### src/rtl/pipeline_hazard_ctrl.sv
// Hazard/forwarding controller for the 5-stage RV32I pipeline: tracks EX/MEM/WB
// register usage and drives stall, bubble, flush, forwarding selects and event counters.
module pipeline_hazard_ctrl #(
  parameter int REG_ADDR_W = 5,
  parameter bit FWD_EN     = 1'b1,
  parameter int CNT_W      = 16
) (
  input  logic                  clk,
  input  logic                  reset,
  input  logic                  id_valid_i,
  input  logic [REG_ADDR_W-1:0] id_rs1_i,
  input  logic [REG_ADDR_W-1:0] id_rs2_i,
  input  logic                  id_rs1_used_i,
  input  logic                  id_rs2_used_i,
  input  logic [REG_ADDR_W-1:0] id_rd_i,
  input  logic                  id_reg_write_i,
  input  logic                  id_mem_read_i,
  input  logic                  ex_branch_taken_i,
  output logic                  stall_o,
  output logic                  id_ex_bubble_o,
  output logic                  flush_o,
  output logic [1:0]            fwd_a_sel_o,
  output logic [1:0]            fwd_b_sel_o,
  output logic [CNT_W-1:0]      stall_cnt_o,
  output logic [CNT_W-1:0]      flush_cnt_o
);
  typedef logic [REG_ADDR_W-1:0] reg_t;

  typedef struct packed {
    logic valid;
    reg_t rd;
    reg_t rs1;
    reg_t rs2;
    logic rs1_used;
    logic rs2_used;
    logic reg_write;
    logic mem_read;
  } ex_stage_t;

  // Once past EX only the destination matters to later consumers.
  typedef struct packed {
    logic valid;
    reg_t rd;
    logic reg_write;
  } ret_stage_t;

  localparam logic [CNT_W-1:0] CNT_MAX = '1;

  ex_stage_t  ex_q;
  ret_stage_t mem_q, wb_q;
  logic       hazard;

  function automatic logic prod_ex(ex_stage_t s, reg_t r);
    return s.valid && s.reg_write && (s.rd == r) && (r != '0);
  endfunction

  function automatic logic prod_ret(ret_stage_t s, reg_t r);
    return s.valid && s.reg_write && (s.rd == r) && (r != '0);
  endfunction

  function automatic logic [1:0] fwd_sel(logic used, reg_t r, ret_stage_t m, ret_stage_t w);
    if (!FWD_EN || !used) return 2'b00;
    if (prod_ret(m, r))   return 2'b01;
    if (prod_ret(w, r))   return 2'b10;
    return 2'b00;
  endfunction

  always_comb begin
    hazard = 1'b0;
    if (id_valid_i) begin
      if (FWD_EN)
        hazard = ex_q.mem_read &&
                 ((id_rs1_used_i && prod_ex(ex_q, id_rs1_i)) ||
                  (id_rs2_used_i && prod_ex(ex_q, id_rs2_i)));
      else
        hazard = (id_rs1_used_i && (prod_ex(ex_q, id_rs1_i) || prod_ret(mem_q, id_rs1_i) ||
                                    prod_ret(wb_q, id_rs1_i))) ||
                 (id_rs2_used_i && (prod_ex(ex_q, id_rs2_i) || prod_ret(mem_q, id_rs2_i) ||
                                    prod_ret(wb_q, id_rs2_i)));
    end
  end

  // Gated by reset so every control output is quiet while reset is held.
  assign flush_o        = ex_branch_taken_i & reset;
  assign stall_o        = hazard & ~flush_o;
  assign id_ex_bubble_o = stall_o | flush_o;
  assign fwd_a_sel_o    = fwd_sel(ex_q.rs1_used, ex_q.rs1, mem_q, wb_q);
  assign fwd_b_sel_o    = fwd_sel(ex_q.rs2_used, ex_q.rs2, mem_q, wb_q);

  always_ff @(posedge clk or negedge reset) begin
    if (!reset) begin
      ex_q  <= '0;
      mem_q <= '0;
      wb_q  <= '0;
    end else begin
      wb_q  <= mem_q;
      mem_q <= '{valid: ex_q.valid, rd: ex_q.rd, reg_write: ex_q.reg_write};
      if (id_valid_i && !stall_o && !flush_o)
        ex_q <= '{valid: 1'b1, rd: id_rd_i, rs1: id_rs1_i, rs2: id_rs2_i,
                  rs1_used: id_rs1_used_i, rs2_used: id_rs2_used_i,
                  reg_write: id_reg_write_i, mem_read: id_mem_read_i};
      else
        ex_q <= '0;
    end
  end

  always_ff @(posedge clk or negedge reset) begin
    if (!reset) begin
      stall_cnt_o <= '0;
      flush_cnt_o <= '0;
    end else begin
      if (stall_o && stall_cnt_o != CNT_MAX) stall_cnt_o <= stall_cnt_o + 1'b1;
      if (flush_o && flush_cnt_o != CNT_MAX) flush_cnt_o <= flush_cnt_o + 1'b1;
    end
  end

endmodule

### config.mk
export PLATFORM = sky130hd
export DESIGN_NAME = pipeline_hazard_ctrl
export DESIGN_NICKNAME = d
export VERILOG_FILES = /design/src/rtl/pipeline_hazard_ctrl.sv
export SDC_FILE = /design/constraint.sdc
export NUM_CORES = 1
export LEC_CHECK = 0
export ABC_AREA = 0
export BUFFER_PORTS_ARGS = -buffer_cell sky130_fd_sc_hd__buf_2
export CORE_MARGIN = 3
export CORE_UTILIZATION = 58
export CTS_BUF_LIST = sky130_fd_sc_hd__clkbuf_16
export CTS_CLUSTER_DIAMETER = 60
export DETAILED_ROUTE_END_ITERATION = 8
export PLACE_DENSITY = 0.93
export SLEW_MARGIN = 20
export SYNTH_ARGS = -nofsm -noshare
export SYNTH_HDL_FRONTEND = slang
export SYNTH_SLANG_ARGS = --single-unit
### constraint.sdc
create_clock -name clk -period 5.71 [get_ports clk]
set_input_delay 0.8565 -clock clk [delete_from_list [all_inputs] [get_ports clk]]
set_output_delay 0.8565 -clock clk [all_outputs]
set_load 0.01 [all_outputs]
# ---- Word-level counts from Yosys, hierarchy flattened
# Cells that the tools add are included.
dict set report totals {
  ff_bits 66
  input_bits 23
  output_inout_bits 39
  elab_cells 83
}
dict set report op_classes {
  n_addsub 2
  eq_ne 8
  mux 24
  n_bitwise 4
  n_reduce_logical 29
}
# op count
set ops {}
lappend ops {{16-bit by 1-bit adder with 16-bit output (second input constant)} 2}
lappend ops {{16-bit != test (second input constant)} 2}
lappend ops {{5-bit == test} 6}
lappend ops {{2-bit 2-to-1 mux} 12}
lappend ops {{1-bit logical AND} 22}
lappend ops {{20-bit 2-to-1 mux} 1}
lappend ops {{5-bit nonzero test} 4}
lappend ops {{1-bit 2-to-1 mux} 11}
lappend ops {{1-bit AND} 2}
lappend ops {{1-bit logical NOT} 2}
lappend ops {{1-bit logical OR} 1}
lappend ops {{1-bit inverter} 1}
lappend ops {{1-bit bitwise OR} 1}

# ---- Logic depth before layout (Yosys ltp)
dict set report logic_depth {
  ltp_word 12
  depth_mapped 8
  depth_no_buf 7
}

# ---- Worst setup path before layout
# No wires, ideal clock.
dict set report synth_timing {
  path_type {input to output}
  startpoint {in id_rs1_i[0]}
  endpoint {out id_ex_bubble_o}
  t_arrival_ns 1.981
  setup_slack_ns 2.873
  stages 5
  n_path_buf 0
  path_cell_list {or4_1 > a21oi_2 > nor4_1 > nor2_2 > o21ai_0}
}
dict set report synth_via {
  elab_chain_cells 9
}
# element line_no
set synth_lines {}
lappend synth_lines {{start: declaration} 11} ;# input logic [REG_ADDR_W-1:0] id_rs1_i,
lappend synth_lines {{5-bit == test} n/a}
lappend synth_lines {{1-bit logical AND} n/a}
lappend synth_lines {{1-bit logical AND *} n/a}
lappend synth_lines {{1-bit logical AND *} 73} ;# ((id_rs1_used_i && prod_ex(ex_q, id_rs1_i)) ||
lappend synth_lines {{1-bit logical OR *} 73}
lappend synth_lines {{1-bit logical AND *} 72} ;# hazard = ex_q.mem_read &&
lappend synth_lines {{1-bit 2-to-1 mux *} 70} ;# if (id_valid_i) begin
lappend synth_lines {{1-bit AND *} 85} ;# assign stall_o = hazard & ~flush_o;
lappend synth_lines {{1-bit bitwise OR *} 86} ;# assign id_ex_bubble_o = stall_o | flush_o;
lappend synth_lines {{end: declaration} 20} ;# output logic id_ex_bubble_o,
# Every way passes the cells marked *; elsewhere a longest branch is shown, timed or not.

# ---- Worst setup path in the final report
dict set report layout_timing {
  startpoint {in reset}
  endpoint {out stall_o}
}
dict set report layout_via {
  elab_chain_cells 3
}
# element line_no
set layout_lines {}
lappend layout_lines {{start: declaration} 9} ;# input logic reset,
lappend layout_lines {{1-bit AND} 84} ;# assign flush_o = ex_branch_taken_i & reset;
lappend layout_lines {{1-bit inverter} 85}
lappend layout_lines {{1-bit AND} 85}
lappend layout_lines {{end: declaration} 19} ;# output logic stall_o,
# Every way passes these cells.

==> flow_summary_export.csv <==
group,metric,value,unit
clocking,post_cts_buffers,0,
sta,skew,7.20,ps
floorplan,chipHeight,78.2,µm
global_routing,grt_max_degree,68,
flow_run,max-cap-violations,0,
place,port_buffers,61,
yosys,muxShareOfSynthArea,0.0186,
global_routing,overflow,0,
power_and_ir_drop,p_int,0.000850,W
yosys,ys_warn_count,0,
sta,max_slew.worst_pin.slew,807,ps
yosys,synth.ff_latch_count,66,
final_layout,drive_above_1_share,0.254,
power_and_ir_drop,power_per_cell_area,311,mW/mm²
final_layout,fin_nets,368,
yosys,synthAdderAreaFrac,0.00828,
final_layout,mostFrequentLayoutCells,"dfrtp_1, buf_2, xnor2_1, nand2_1, and2_1",
floorplan,num_io_pins,62,
yosys,ys.flop_type,"dfrtp_1",
floorplan,core.rowCount,25,
place,gp_congestion,0.869,
yosys,synth_top_family_by_area,"simple AND/OR/NAND/NOR gates",
place,dp_hpwl,4.35,mm
yosys,avgSynthCellArea,11.0,µm²
sta,hold_violations,0,
clocking,clock_tree.root_cell,"clkbuf_16",
outcome,outcome,"completed",
drt,drt_iter0_markers,178,
setup_path,critPathMaxFanout,67,
drt,wl_per_cell,15.4,µm
yosys,yosysSeqAreaShare,0.546,
sta,fin_crit,3350,ps
yosys,post_synth_num_cell_types,32,
global_routing,grt_pass1_vias,2233,
yosys,synth_edf_count,0,
final_layout,diodes,0,
clocking,clk_latency,320,ps
yosys,async_flop_share,1.00,
floorplan,coreArea,0.00488,mm²
clocking,path_clk_slew,50,ps
final_layout,fin_util,0.749,
setup_path,arrival,2500,ps
floorplan,die_w,78.2,µm
sta,rsz0062_at_grt,"no",
yosys,synth_cells,274,
final_layout,syn_to_final_growth,20.9,%
setup_path,max_stage_delay,610,ps
drt,via_per_inst,5.49,
sta,fmax,0.298,GHz
final_layout,final_common_cell,"dfrtp_1",
setup_path,crit_top_cell,"buf_2",
yosys,synthXorXnorAreaFrac,0.156,
global_routing,grt_pass1_wl,10.6,mm
global_routing,antenna_found_initial,0,
yosys,synth_compound_gate_area_share,0.0244,
power_and_ir_drop,p_seq_frac,0.480,
setup_path,critPathKind,"in -> out",
power_and_ir_drop,swShare,0.252,
sta,slew_violations,0,
floorplan,start_util,0.619,
power_and_ir_drop,leakage,1.76,nW
yosys,syn-cell-area,0.00302,mm²
power_and_ir_drop,combinationalPowerShare,0.113,
global_routing,grt_use_total,0.226,
clocking,cts_tree,"built",
sta,tns,0,ps
power_and_ir_drop,peakVddDrop,207,µV
drt,wl,6.37,mm
setup_path,cp_cell_sequence,"buf_2 > buf_4 > nand2_1 > nand3_1 > nor2_1 > buf_2",
clocking,cts_resized,0,
setup_path,slowest_stage,"buf_4",
floorplan,dieArea,0.00611,mm²
clocking,ctsHoldBuffers,0,
drt,dr.pass1.iters,4,
hold_path,hold_path_class,"reg -> reg",
drt,drc_errors,0,
power_and_ir_drop,p_sw,0.000286,W
drt,route.vias.total,2271,
drt,antenna_left,0,
sta,post-route-period-util,0.587,
yosys,synth_nets,299,
clocking,clock_sinks,66,
yosys,synthSimpleGateAreaFrac,0.236,
setup_path,start_kind,"primary input",
sta,slew-limit-headroom,0.462,
sta,setup_viol,0,
power_and_ir_drop,power_frac_clock,0.407,
clocking,cts_htree_levels,3,
setup_path,end_kind,"output pin",
clocking,clockBufferDepth,2,
setup_path,worst_ep_required_time,4850,ps
clocking,cts_inserted_buffers,9,
-- layout make-up --
class | count | area [µm²]
flip-flops and latches | 66 | 1650
multi-input cells | 200 | 1340
well taps | 67 | 83.8
clock buffers | 9 | 225
inverters | 4 | 15.0
repair buffers | 62 | 313
fillers | 326 | 1220
clock inverters | 6 | 27.5
-- metal layers --
metal  part of all wire  global-route usage  vias up  wire [µm]
met4              0.017              0.0909        0        110
li1                   -                   -     1083          -
met3              0.049              0.0562       11        313
met1               0.43               0.283     1107       2710
met2               0.51               0.379       70       3230
met5                  0                   0        -          0
-- path summary, 6_finish.rpt --
kind	start	cells after the start	endpoint	slack, ps
max in group asynchronous	reset	2	wb_q[4]$_DFF_PN0_	4460
hold reg to reg	mem_q[0]$_DFF_PN0_	0	wb_q[0]$_DFF_PN0_	370
min in group asynchronous	reset	2	ex_q[5]$_DFF_PN0_	700
setup reg to reg	ex_q[18]$_DFF_PN0_	5	stall_cnt_o[1]$_DFFE_PN0P_	3480
setup / recovery	reset	6	stall_o	2360
hold / removal	mem_q[0]$_DFF_PN0_	0	wb_q[0]$_DFF_PN0_	370
-- Yosys cell counts, drive strengths merged, types with 2 or more instances --
cell type / instances / area (µm²)
and4: 4 / 35.0
ha: 2 / 25.0
dfrtp: 66 / 1650
and2: 23 / 145
mux2: 5 / 56.3
xor2: 16 / 140
nor3b: 2 / 15.0
nor3: 3 / 15.0
or4: 3 / 26.3
or2: 3 / 18.8
nor2: 20 / 77.6
nand4: 12 / 75.1
inv: 4 / 15.0
and3: 6 / 37.5
o21ai: 5 / 25.0
nand2: 24 / 90.1
xnor2: 38 / 333
nor4: 6 / 37.5
clkbuf: 3 / 11.3
nand3: 16 / 80.1
or3: 5 / 31.3
-- registers in the layout, indices dropped and copies added (netlist names) --
signal,flops
mem_q,7
stall_cnt_o,16
wb_q,7
flush_cnt_o,16
ex_q,20
-- cells by family (layout without fill, tap and decap cells) --
kind of cell    Yosys count  in the layout
xor+xnor                 54             54
simple gates            130            130
compound gates            9              9
buf+inv                   8             81
fa+ha+maj                 2              2
flops                    66             66
mux                       5              5
-- critical path, delay by kind of cell --
family	cells	cell delay, ps
AND/OR/NAND/NOR	3	770
buffers and inverters	3	830
-- power by group through the flow --
stage,registers (W),logic [W],clock network (W)
after floorplan,0.000554,0.0000646,0
after global placement,0.000550,0.000125,0
after detailed placement,0.000551,0.000129,0
after CTS,0.000544,0.000130,0.000469
after global routing,0.000550,0.000145,0.000488
final,0.000545,0.000128,0.000462
-- per-stage QoR --
step / total power (W) / hold slack [ps] / setup WS [ps] / instances / cell area [µm²]
after floorplan: 0.000619 / 354 / 2870 / 274 / 3020
after global placement: 0.000674 / 357 / 2400 / 399 / 3400
after detailed placement: 0.000680 / 360 / 2340 / 399 / 3400
after CTS: 0.00114 / 372 / 2320 / 414 / 3660
after global routing: 0.00118 / 376 / 2120 / 414 / 3660
final: 0.00114 / 372 / 2360 / 414 / 3660
(Power assumes the default switching activity.)
